File: src/rtl/reg_bank_arbiter.sv
// Shared register bank with a round-robin write arbiter.
// NREQ requesters compete for one write slot per cycle. The read port is
// registered, so a read always returns the value from before a write on the
// same edge. Reset clears the bank, the read/write status outputs and the
// round-robin pointer.
module reg_bank_arbiter #(
    parameter int DATAWIDTH = 16,
    parameter int NREQ      = 4,
    parameter int DEPTH     = 8,
    parameter int AW        = 3
) (
    input  logic                      clk,
    input  logic                      rst,
    input  logic [NREQ-1:0]           req,
    input  logic [NREQ*AW-1:0]        wr_addr,
    input  logic [NREQ*DATAWIDTH-1:0] wr_data,
    output logic [NREQ-1:0]           gnt,
    output logic                      wr_done,
    output logic [$clog2(NREQ)-1:0]   wr_src,
    input  logic [AW-1:0]             rd_addr,
    output logic [DATAWIDTH-1:0]      rd_data
);

    localparam int SW = $clog2(NREQ);

    logic [DATAWIDTH-1:0]       bank_reg [DEPTH];
    logic [SW-1:0]              ptr_reg;
    logic [SW-1:0]              ptr_next;

    // Candidate order for this cycle: slot k holds requester (ptr + k) mod NREQ
    logic [NREQ-1:0][SW-1:0]    cand_idx;
    logic [NREQ-1:0]            cand_req;

    logic                       any_req;
    logic [SW-1:0]              sel_idx;
    logic                       grant_valid;
    logic [AW-1:0]              sel_addr;
    logic [DATAWIDTH-1:0]       sel_data;
    logic                       addr_ok;
    logic                       wr_en;

    logic [DEPTH-1:0]           wr_hit;
    logic [DEPTH-1:0]           rd_hit;
    logic [DATAWIDTH-1:0]       rd_next;

    genvar gi;

    // Rotate the request vector so that slot 0 is the current priority holder
    generate
        for (gi = 0; gi < NREQ; gi++) begin : g_rot
            assign cand_idx[gi] = (32'(ptr_reg) + gi >= NREQ)
                                ? SW'(32'(ptr_reg) + gi - NREQ)
                                : SW'(32'(ptr_reg) + gi);
            assign cand_req[gi] = req[cand_idx[gi]];
        end
    endgenerate

    // First asserted request in rotated order wins
    always_comb begin
        any_req = 1'b0;
        sel_idx = '0;
        for (int k = 0; k < NREQ; k++) begin
            if (!any_req && cand_req[k]) begin
                any_req = 1'b1;
                sel_idx = cand_idx[k];
            end
        end
    end

    // Grants are suppressed while reset is held
    assign grant_valid = rst && any_req;

    generate
        for (gi = 0; gi < NREQ; gi++) begin : g_gnt
            assign gnt[gi] = grant_valid && (sel_idx == SW'(gi));
        end
    endgenerate

    assign sel_addr = wr_addr[32'(sel_idx) * AW +: AW];
    assign sel_data = wr_data[32'(sel_idx) * DATAWIDTH +: DATAWIDTH];

    // An out-of-range address still consumes the grant but writes nothing
    assign addr_ok  = 32'(sel_addr) < DEPTH;
    assign wr_en    = grant_valid && addr_ok;

    // Priority moves just past the winner; it holds when nobody is granted
    assign ptr_next = !grant_valid              ? ptr_reg
                    : (sel_idx == SW'(NREQ - 1)) ? '0
                    : sel_idx + 1'b1;

    // Per-register write and read address decode
    generate
        for (gi = 0; gi < DEPTH; gi++) begin : g_dec
            assign wr_hit[gi] = wr_en && (32'(sel_addr) == gi);
            assign rd_hit[gi] = (32'(rd_addr) == gi);
        end
    endgenerate

    // Read mux; addresses beyond DEPTH match nothing and read as zero
    always_comb begin
        rd_next = '0;
        for (int j = 0; j < DEPTH; j++) begin
            if (rd_hit[j]) begin
                rd_next = bank_reg[j];
            end
        end
    end

    // Register bank storage
    always_ff @(posedge clk) begin
        if (!rst) begin
            for (int j = 0; j < DEPTH; j++) begin
                bank_reg[j] <= '0;
            end
        end else begin
            for (int j = 0; j < DEPTH; j++) begin
                if (wr_hit[j]) begin
                    bank_reg[j] <= sel_data;
                end
            end
        end
    end

    // Round-robin pointer, write status and registered read data
    always_ff @(posedge clk) begin
        if (!rst) begin
            ptr_reg <= '0;
            wr_done <= 1'b0;
            wr_src  <= '0;
            rd_data <= '0;
        end else begin
            ptr_reg <= ptr_next;
            wr_done <= wr_en;
            if (wr_en) begin
                wr_src <= sel_idx;
            end
            rd_data <= rd_next;
        end
    end

endmodule

File: config.mk
export PLATFORM = sky130hd
export DESIGN_NAME = reg_bank_arbiter
export DESIGN_NICKNAME = d
export VERILOG_FILES = /design/src/rtl/reg_bank_arbiter.sv
export SDC_FILE = /design/constraint.sdc
export NUM_CORES = 1
export LEC_CHECK = 0
export BUFFER_PORTS_ARGS = -buffer_cell sky130_fd_sc_hd__clkbuf_2
export CELL_PAD_IN_SITES_DETAIL_PLACEMENT = 2
export CELL_PAD_IN_SITES_GLOBAL_PLACEMENT = 2
export CORE_MARGIN = 5
export CORE_UTILIZATION = 41
export CTS_CLUSTER_SIZE = 40
export DETAILED_ROUTE_END_ITERATION = 16
export HOLD_SLACK_MARGIN = 0.15
export MAX_ROUTING_LAYER = met4
export PLACE_DENSITY = 0.95
export SYNTH_ARGS = -nofsm -noshare
export SYNTH_HDL_FRONTEND = slang
export SYNTH_SLANG_ARGS = --single-unit
File: constraint.sdc
create_clock -name clk -period 10.65 [get_ports clk]
set_clock_uncertainty 0.2 [all_clocks]
set_input_delay 1.5975 -clock clk [delete_from_list [all_inputs] [get_ports clk]]
set_output_delay 1.5975 -clock clk [all_outputs]
set_load 0.02 [all_outputs]
==> out/metrics.yaml, run 1 <==
global_route:
  grt_max_degree: 47
  grt_first_pass_wirelength_mm: 40.7
  globalRouteTotalUtil_pct: 28.7
  global_route.overflow_total: 0
  first_global_vias: 6410
  antenna_found_initial: 0
cts:
  cts_setup_buffers: 0
  clock-sinks: 149
  cts_tree: "done"
  clock_latency_ps: 430
  post_cts_hold_buffer_count: 0
  clock_tree.buffer_depth: 2
  clock_tree.htree_level_count: 4
  cts_buffers: 17
  clock-root-buffer: "sky130_fd_sc_hd__clkbuf_16"
  post_cts_resize_count: 0
  worst_setup_hold_path_clk_slew_ps: 60
logic_synthesis:
  postSynthNetCount: 676
  async_flop_share_pct: 0
  predominant_post_synthesis_flop_cell: "sky130_fd_sc_hd__edfxtp_1"
  postSynthAreaPerCell_sq_um: 12.0
  synth_enable_flop_cells: 128
  synthesis.instances: 587
  synth_sequential_area_ratio_pct: 60.4
  yosys.cell_types.count: 45
  synthesis.area_sq_um: 7060
  synthesis.yosys.warnings: 0
  synth.ff_latch_count: 149
timing:
  setup_violations_final: 0
  fin_crit_sh_pct: 57.4
  setup_tns_after_final_layout_ps: 0
  worst_slack_ps: 4530
  worst_pin_slew_ps: 1400
  slew-limit-headroom_pct: 6.29
  timing.final.max_slew_violations: 0
  report.final.hold_viol_count: 0
  max_freq_mhz: 163
  grt_setup_unrepaired: "false"
  worst_hold_slack_ps: 274
  period_minus_slack_ps: 6120
cells_and_area:
  mostFrequentLayoutCell: "sky130_fd_sc_hd__edfxtp_1"
  layout_overhead_on_the_synthesized_area_pct: 19.0
  n_antenna_cell: 0
  top_library_cells_by_usage_in_the_layout_fill_and_taps_aside: "sky130_fd_sc_hd__edfxtp_1, sky130_fd_sc_hd__clkbuf_2, sky130_fd_sc_hd__nor2_1"
  nets: 767
  share_of_layout_cells_above_drive_strength_1_pct: 25.2
  fin_cells: 916
  max_ffs_per_register: 128
  fillCellCount: 1703
worst_hold_path:
  min-delay-start: "wr_src[1]"
  holdCritPathClass: "flop to flop"
floorplan:
  fp-row-count: 48
  fp.dieArea_sq_um: 19900
  width_of_the_chip_um: 141
  die-height_um: 141
  design.core.area_sq_um: 17100
  floorplan.io_pins: 108
  initial_core_util_pct: 41.2
worst_setup_path:
  cp_data_required_time_ps: 8850
  worst-endpoint-arrival_ps: 4320
  endpoint_kind: "output pin"
  rr_startpoint: "ptr_reg[1]"
  crit_path_max_fanout: 18
  worst_setup_path_start_kind: "primary input"
  critPathKind: "primary input to output pin"
  startpoint: "req[1]"
route:
  antenna_left: 0
  routed_wire_length_per_instance_um: 29.6
  drt_pass1_iterations: 5
  drc: 0
  vias_per_cell: 6.08
  route.vias.total: 5573
  drt_iter0_drc: 484
  detailed_route_wl_mm: 27.1
power_and_ir_drop:
  power.ir.vdd_worst_v: 0.000128
  total_power_mw: 1.83
  leakagePower_nw: 3.41
  power.density_cell_area_nw_per_um2: 218
placement:
  hpwl_mm: 18.2
  dp_worst_setup_slack_ps: 4430
  placedCellCount: 884
  port_buffers: 107
  gp_routability_congestion: 0.884
status:
  run_status: "finished clean"
run:
  drv.max_cap_violation_count: 0
[worst paths after layout]
| check | to | slack [ps] | cells past startpoint |
|---|---|---|---|
| max | gnt[3] | 4530 | 8 |
| min | wr_src[1] | 270 | 2 |
| max reg2reg | bank_reg[0][28] | 6170 | 5 |
| min reg2reg | wr_src[1] | 270 | 2 |
[per-stage QoR]
stage | util (%) | cell area (sq um)
3_5_place_dp | 45.5 | 7780
5_1_grt | 49.1 | 8400
3_3_place_gp | 45.5 | 7780
2_1_floorplan | - | 7060
6_report | 49.1 | 8400
4_1_cts | 49.0 | 8380
[cell type report]
| cell class | instances | area [sq um] | area share, % |
|---|---|---|---|
| clock buffer | 23 | 498 | 5.93 |
| timing repair buffer | 117 | 611 | 7.27 |
| tap | 225 | 282 | 3.35 |
| sequential | 149 | 4260 | 50.8 |
| inverter | 35 | 131 | 1.56 |
| multi-input combinational | 358 | 2510 | 29.9 |
| clock inverter | 9 | 97.6 | 1.16 |
[logic make-up after synthesis]
group                    share of synthesized area [%]
AND/OR/NAND/NOR                                   17.6
flip-flops                                        60.4
AO/OA/AOI/OAI                                     9.29
buffers and inverters                             4.45
multiplexers                                      7.52
adder cells (fa/ha/maj)                          0.709
[metal layers]
layer | track usage (%) | wire length, um
met1 | 29.3 | 9780
met2 | 52.2 | 14800
met3 | 4.55 | 867
met4 | 16.1 | 1660
met5 | - | 0
[where the power goes]
part	switching, mW	internal, mW	total, mW
Clock	0.245	0.374	0.620
Combinational	0.298	0.133	0.432
Sequential	0.0413	0.740	0.781
[critical path: stages]
cell and delay, ps:
sky130_fd_sc_hd__clkbuf_2 110, sky130_fd_sc_hd__nor2_1 730, sky130_fd_sc_hd__nor4b_4 270, sky130_fd_sc_hd__nor2_1 350, sky130_fd_sc_hd__clkinv_1 550, sky130_fd_sc_hd__ha_1 430, sky130_fd_sc_hd__and2_1 140, sky130_fd_sc_hd__clkbuf_2 150
[synth_stat cells (2+ instances only)]
| cell | number | area (sq um) |
|---|---|---|
| sky130_fd_sc_hd__nand3b_1 | 18 | 135 |
| sky130_fd_sc_hd__a21boi_0 | 5 | 37.5 |
| sky130_fd_sc_hd__nor2_1 | 100 | 375 |
| sky130_fd_sc_hd__nor4_1 | 5 | 31.3 |
| sky130_fd_sc_hd__buf_2 | 5 | 25.0 |
| sky130_fd_sc_hd__a222oi_1 | 16 | 160 |
| sky130_fd_sc_hd__nand2b_1 | 4 | 25.0 |
| sky130_fd_sc_hd__or2_2 | 2 | 12.5 |
| sky130_fd_sc_hd__nor2b_1 | 6 | 37.5 |
| sky130_fd_sc_hd__dfxtp_1 | 21 | 420 |
| sky130_fd_sc_hd__clkbuf_1 | 33 | 124 |
| sky130_fd_sc_hd__nand2_1 | 10 | 37.5 |
| sky130_fd_sc_hd__a221o_1 | 3 | 30.0 |
| sky130_fd_sc_hd__inv_1 | 34 | 128 |
| sky130_fd_sc_hd__or3b_1 | 2 | 17.5 |
| sky130_fd_sc_hd__ha_1 | 4 | 50.1 |
| sky130_fd_sc_hd__buf_4 | 2 | 15.0 |
| sky130_fd_sc_hd__nand3_1 | 34 | 170 |
| sky130_fd_sc_hd__mux4_2 | 16 | 360 |
| sky130_fd_sc_hd__o21ai_0 | 24 | 120 |
| sky130_fd_sc_hd__nor4b_1 | 2 | 17.5 |
| sky130_fd_sc_hd__nor3b_1 | 4 | 30.0 |
| sky130_fd_sc_hd__o22ai_1 | 16 | 100 |
| sky130_fd_sc_hd__and2_1 | 5 | 31.3 |
| sky130_fd_sc_hd__a211oi_1 | 15 | 113 |
| sky130_fd_sc_hd__edfxtp_1 | 128 | 3840 |
| sky130_fd_sc_hd__mux2i_1 | 17 | 170 |
| sky130_fd_sc_hd__and3b_1 | 15 | 131 |
| sky130_fd_sc_hd__and3_1 | 21 | 131 |
| sky130_fd_sc_hd__buf_1 | 5 | 18.8 |
No activity file was read; power rests on OpenSTA's default activity.
==> inputs of run 2 (changes only) <==
--- a/config.mk
+++ b/config.mk
@@ -9,12 +9,12 @@
 export CELL_PAD_IN_SITES_DETAIL_PLACEMENT = 2
 export CELL_PAD_IN_SITES_GLOBAL_PLACEMENT = 2
 export CORE_MARGIN = 5
-export CORE_UTILIZATION = 41
+export CORE_UTILIZATION = 34
 export CTS_CLUSTER_SIZE = 40
 export DETAILED_ROUTE_END_ITERATION = 16
 export HOLD_SLACK_MARGIN = 0.15
 export MAX_ROUTING_LAYER = met4
-export PLACE_DENSITY = 0.95
+export PLACE_DENSITY = 0.85
 export SYNTH_ARGS = -nofsm -noshare
 export SYNTH_HDL_FRONTEND = slang
 export SYNTH_SLANG_ARGS = --single-unit
==> constraint.sdc (replaced) <==
create_clock -name clk -period 5.34 [get_ports clk]
set_clock_uncertainty 0.2 [all_clocks]
set_input_delay 0.801 -clock clk [delete_from_list [all_inputs] [get_ports clk]]
set_output_delay 0.801 -clock clk [all_outputs]
set_load 0.02 [all_outputs]
==> run 2 against run 1 <==
Flip-flop and latch count stayed put. Cell area is 0.92% higher. Non-clock buffer count is 4 higher. Clock power is 98% higher. Wire length is 13% lower. Worst hold slack better by 4.6 ps. Sequential power is 97% higher. Combinational power is 91% higher.
==> out/metrics.yaml, run 2 (synthesized netlist as in run 1, its figures left out) <==
status:
  run_status: "finished clean"
cts:
  cts_buffers: 17  # unchanged
  cts_setup_buffers: 0  # unchanged
  clock_latency_ps: 430  # about the same
  clock_tree.htree_level_count: 4  # unchanged
  worst_setup_hold_path_clk_slew_ps: 70  # about the same
  cts_tree: "done"
  clock-root-buffer: "sky130_fd_sc_hd__clkbuf_16"
  clock-sinks: 149  # unchanged
  clock_tree.buffer_depth: 2  # unchanged
  post_cts_hold_buffer_count: 0  # unchanged
  post_cts_resize_count: 0  # unchanged
run:
  drv.max_cap_violation_count: 0  # unchanged
global_route:
  grt_first_pass_wirelength_mm: 36.2  # -11%
  globalRouteTotalUtil_pct: 20.7  # -8.0 points
  grt_max_degree: 46  # -2.1%
  antenna_found_initial: 0  # unchanged
  global_route.overflow_total: 0  # unchanged
  first_global_vias: 6148  # -4.1%
floorplan:
  floorplan.io_pins: 108  # unchanged
  width_of_the_chip_um: 154  # +9.1%
  die-height_um: 154  # +9.1%
  design.core.area_sq_um: 20400  # +19%
  fp.dieArea_sq_um: 23700  # +19%
  initial_core_util_pct: 34.6  # -6.6 points
  fp-row-count: 52  # +8.3%
timing:
  timing.final.max_slew_violations: 0  # unchanged
  slew-limit-headroom_pct: 9.83  # +3.5 points
  report.final.hold_viol_count: 0  # unchanged
  setup_violations_final: 0  # unchanged
  grt_setup_unrepaired: "false"
  period_minus_slack_ps: 4490
  fin_crit_sh_pct: 84.0
  max_freq_mhz: 223
  worst_pin_slew_ps: 1350  # -52.9 ps
  setup_tns_after_final_layout_ps: 0  # unchanged
cells_and_area:
  layout_overhead_on_the_synthesized_area_pct: 20.1
  fillCellCount: 2083  # +22%
  n_antenna_cell: 0  # unchanged
  max_ffs_per_register: 128  # unchanged
  nets: 771  # +0.52%
  layout.core_utilization_pct: 41.6  # -7.4 points
  multi_input_area_sq_um: 2500  # -0.70%
  mostFrequentLayoutCell: "sky130_fd_sc_hd__edfxtp_1"
  top_library_cells_by_usage_in_the_layout_fill_and_taps_aside: "sky130_fd_sc_hd__edfxtp_1, sky130_fd_sc_hd__clkbuf_2, sky130_fd_sc_hd__nor2_1"
  area.sequential_sq_um: 4260  # unchanged
  share_of_layout_cells_above_drive_strength_1_pct: 25.9  # +0.72 points
worst_setup_path:
  critPathKind: "primary input to output pin"
  worst-endpoint-arrival_ps: 3480  # -840 ps
  cp_data_required_time_ps: 4340  # -4510 ps
  endpoint_kind: "output pin"
  crit_path_max_fanout: 18  # unchanged
  worst_setup_path_start_kind: "primary input"
route:
  drc: 0  # unchanged
  routed_wire_length_per_instance_um: 24.3  # -18%
  drt_iter0_drc: 344  # -29%
  drt_pass1_iterations: 5  # unchanged
  detailed_route_wl_mm: 23.5  # -13%
  route.vias.total: 5324  # -4.5%
  antenna_left: 0  # unchanged
  vias_per_cell: 5.52  # -9.3%
power_and_ir_drop:
  total_power_mw: 3.59  # +96%
  leakagePower_nw: 3.43  # +0.58%
  power.density_cell_area_nw_per_um2: 424  # +94%
  power.ir.vdd_worst_v: 0.000228  # +79%
worst_hold_path:
  holdCritPathClass: "flop to flop"
placement:
  port_buffers: 107  # unchanged
  gp_routability_congestion: 0.863  # -2.3%
  hpwl_mm: 16.4  # -9.9%
[run 2: cell types whose count changed in the layout (fill, tap and decap cells not counted), sizes merged]
cell	before	now
inv	35	37
clkinvlp	0	1
buf	10	14
clkbuf	130	128
bufinv	2	1
[run 2: report_power, final]
group	leakage [nW]	internal [mW]	total, mW	switching (mW)
Sequential	1.50	1.47	1.54	0.0652
Clock	0.305	0.734	1.23	0.494
Combinational	1.62	0.269	0.826	0.557
[run 2: per-layer routing]
metal	vias up	routed length (um)	global-route usage, %
met5	-	0	-
li1	2392	-	-
met2	148	13200	38.5
met4	0	848	9.50
met1	2730	8820	21.3
met3	54	661	3.40
[run 2: stage by stage]
stage                     setup WS [ps]  instance area [sq um]  hold slack (ps)  cells
after floorplan                    1030                   7060              248    587
after global placement             1130                   7870              256    933
after detailed placement            779                   7870              273    933
after CTS                           864                   8480              283    965
after global routing                578                   8480              318    965
final                               854                   8480              279    965
[run 2: final cells by class]
| type | instances | share of cell area (%) |
|---|---|---|
| repair buffers | 121 | 7.56 |
| flip-flops and latches | 149 | 50.3 |
| clock buffers | 21 | 6.07 |
| multi-input cells | 358 | 29.5 |
| well taps | 270 | 3.99 |
| clock inverters | 11 | 1.06 |
| inverters | 35 | 1.55 |
[run 2: critical path, stage by stage]
cell and delay, ps:
sky130_fd_sc_hd__clkbuf_2 110, sky130_fd_sc_hd__nor2_1 640, sky130_fd_sc_hd__nor4b_2 120, sky130_fd_sc_hd__buf_4 230
sky130_fd_sc_hd__nor2_1 260, sky130_fd_sc_hd__clkinv_1 530, sky130_fd_sc_hd__ha_1 450, sky130_fd_sc_hd__and2_1 180
sky130_fd_sc_hd__clkbuf_2 160
[run 2: path summary, 6_finish.rpt]
check                          to        from  slack, ps  cells past startpoint
setup / recovery           gnt[3]      req[1]        850                      9
hold / removal          wr_src[0]   wr_src[0]        280                      2
setup reg to reg  bank_reg[1][11]  ptr_reg[1]       1350                      5
hold reg to reg         wr_src[0]   wr_src[0]        280                      2
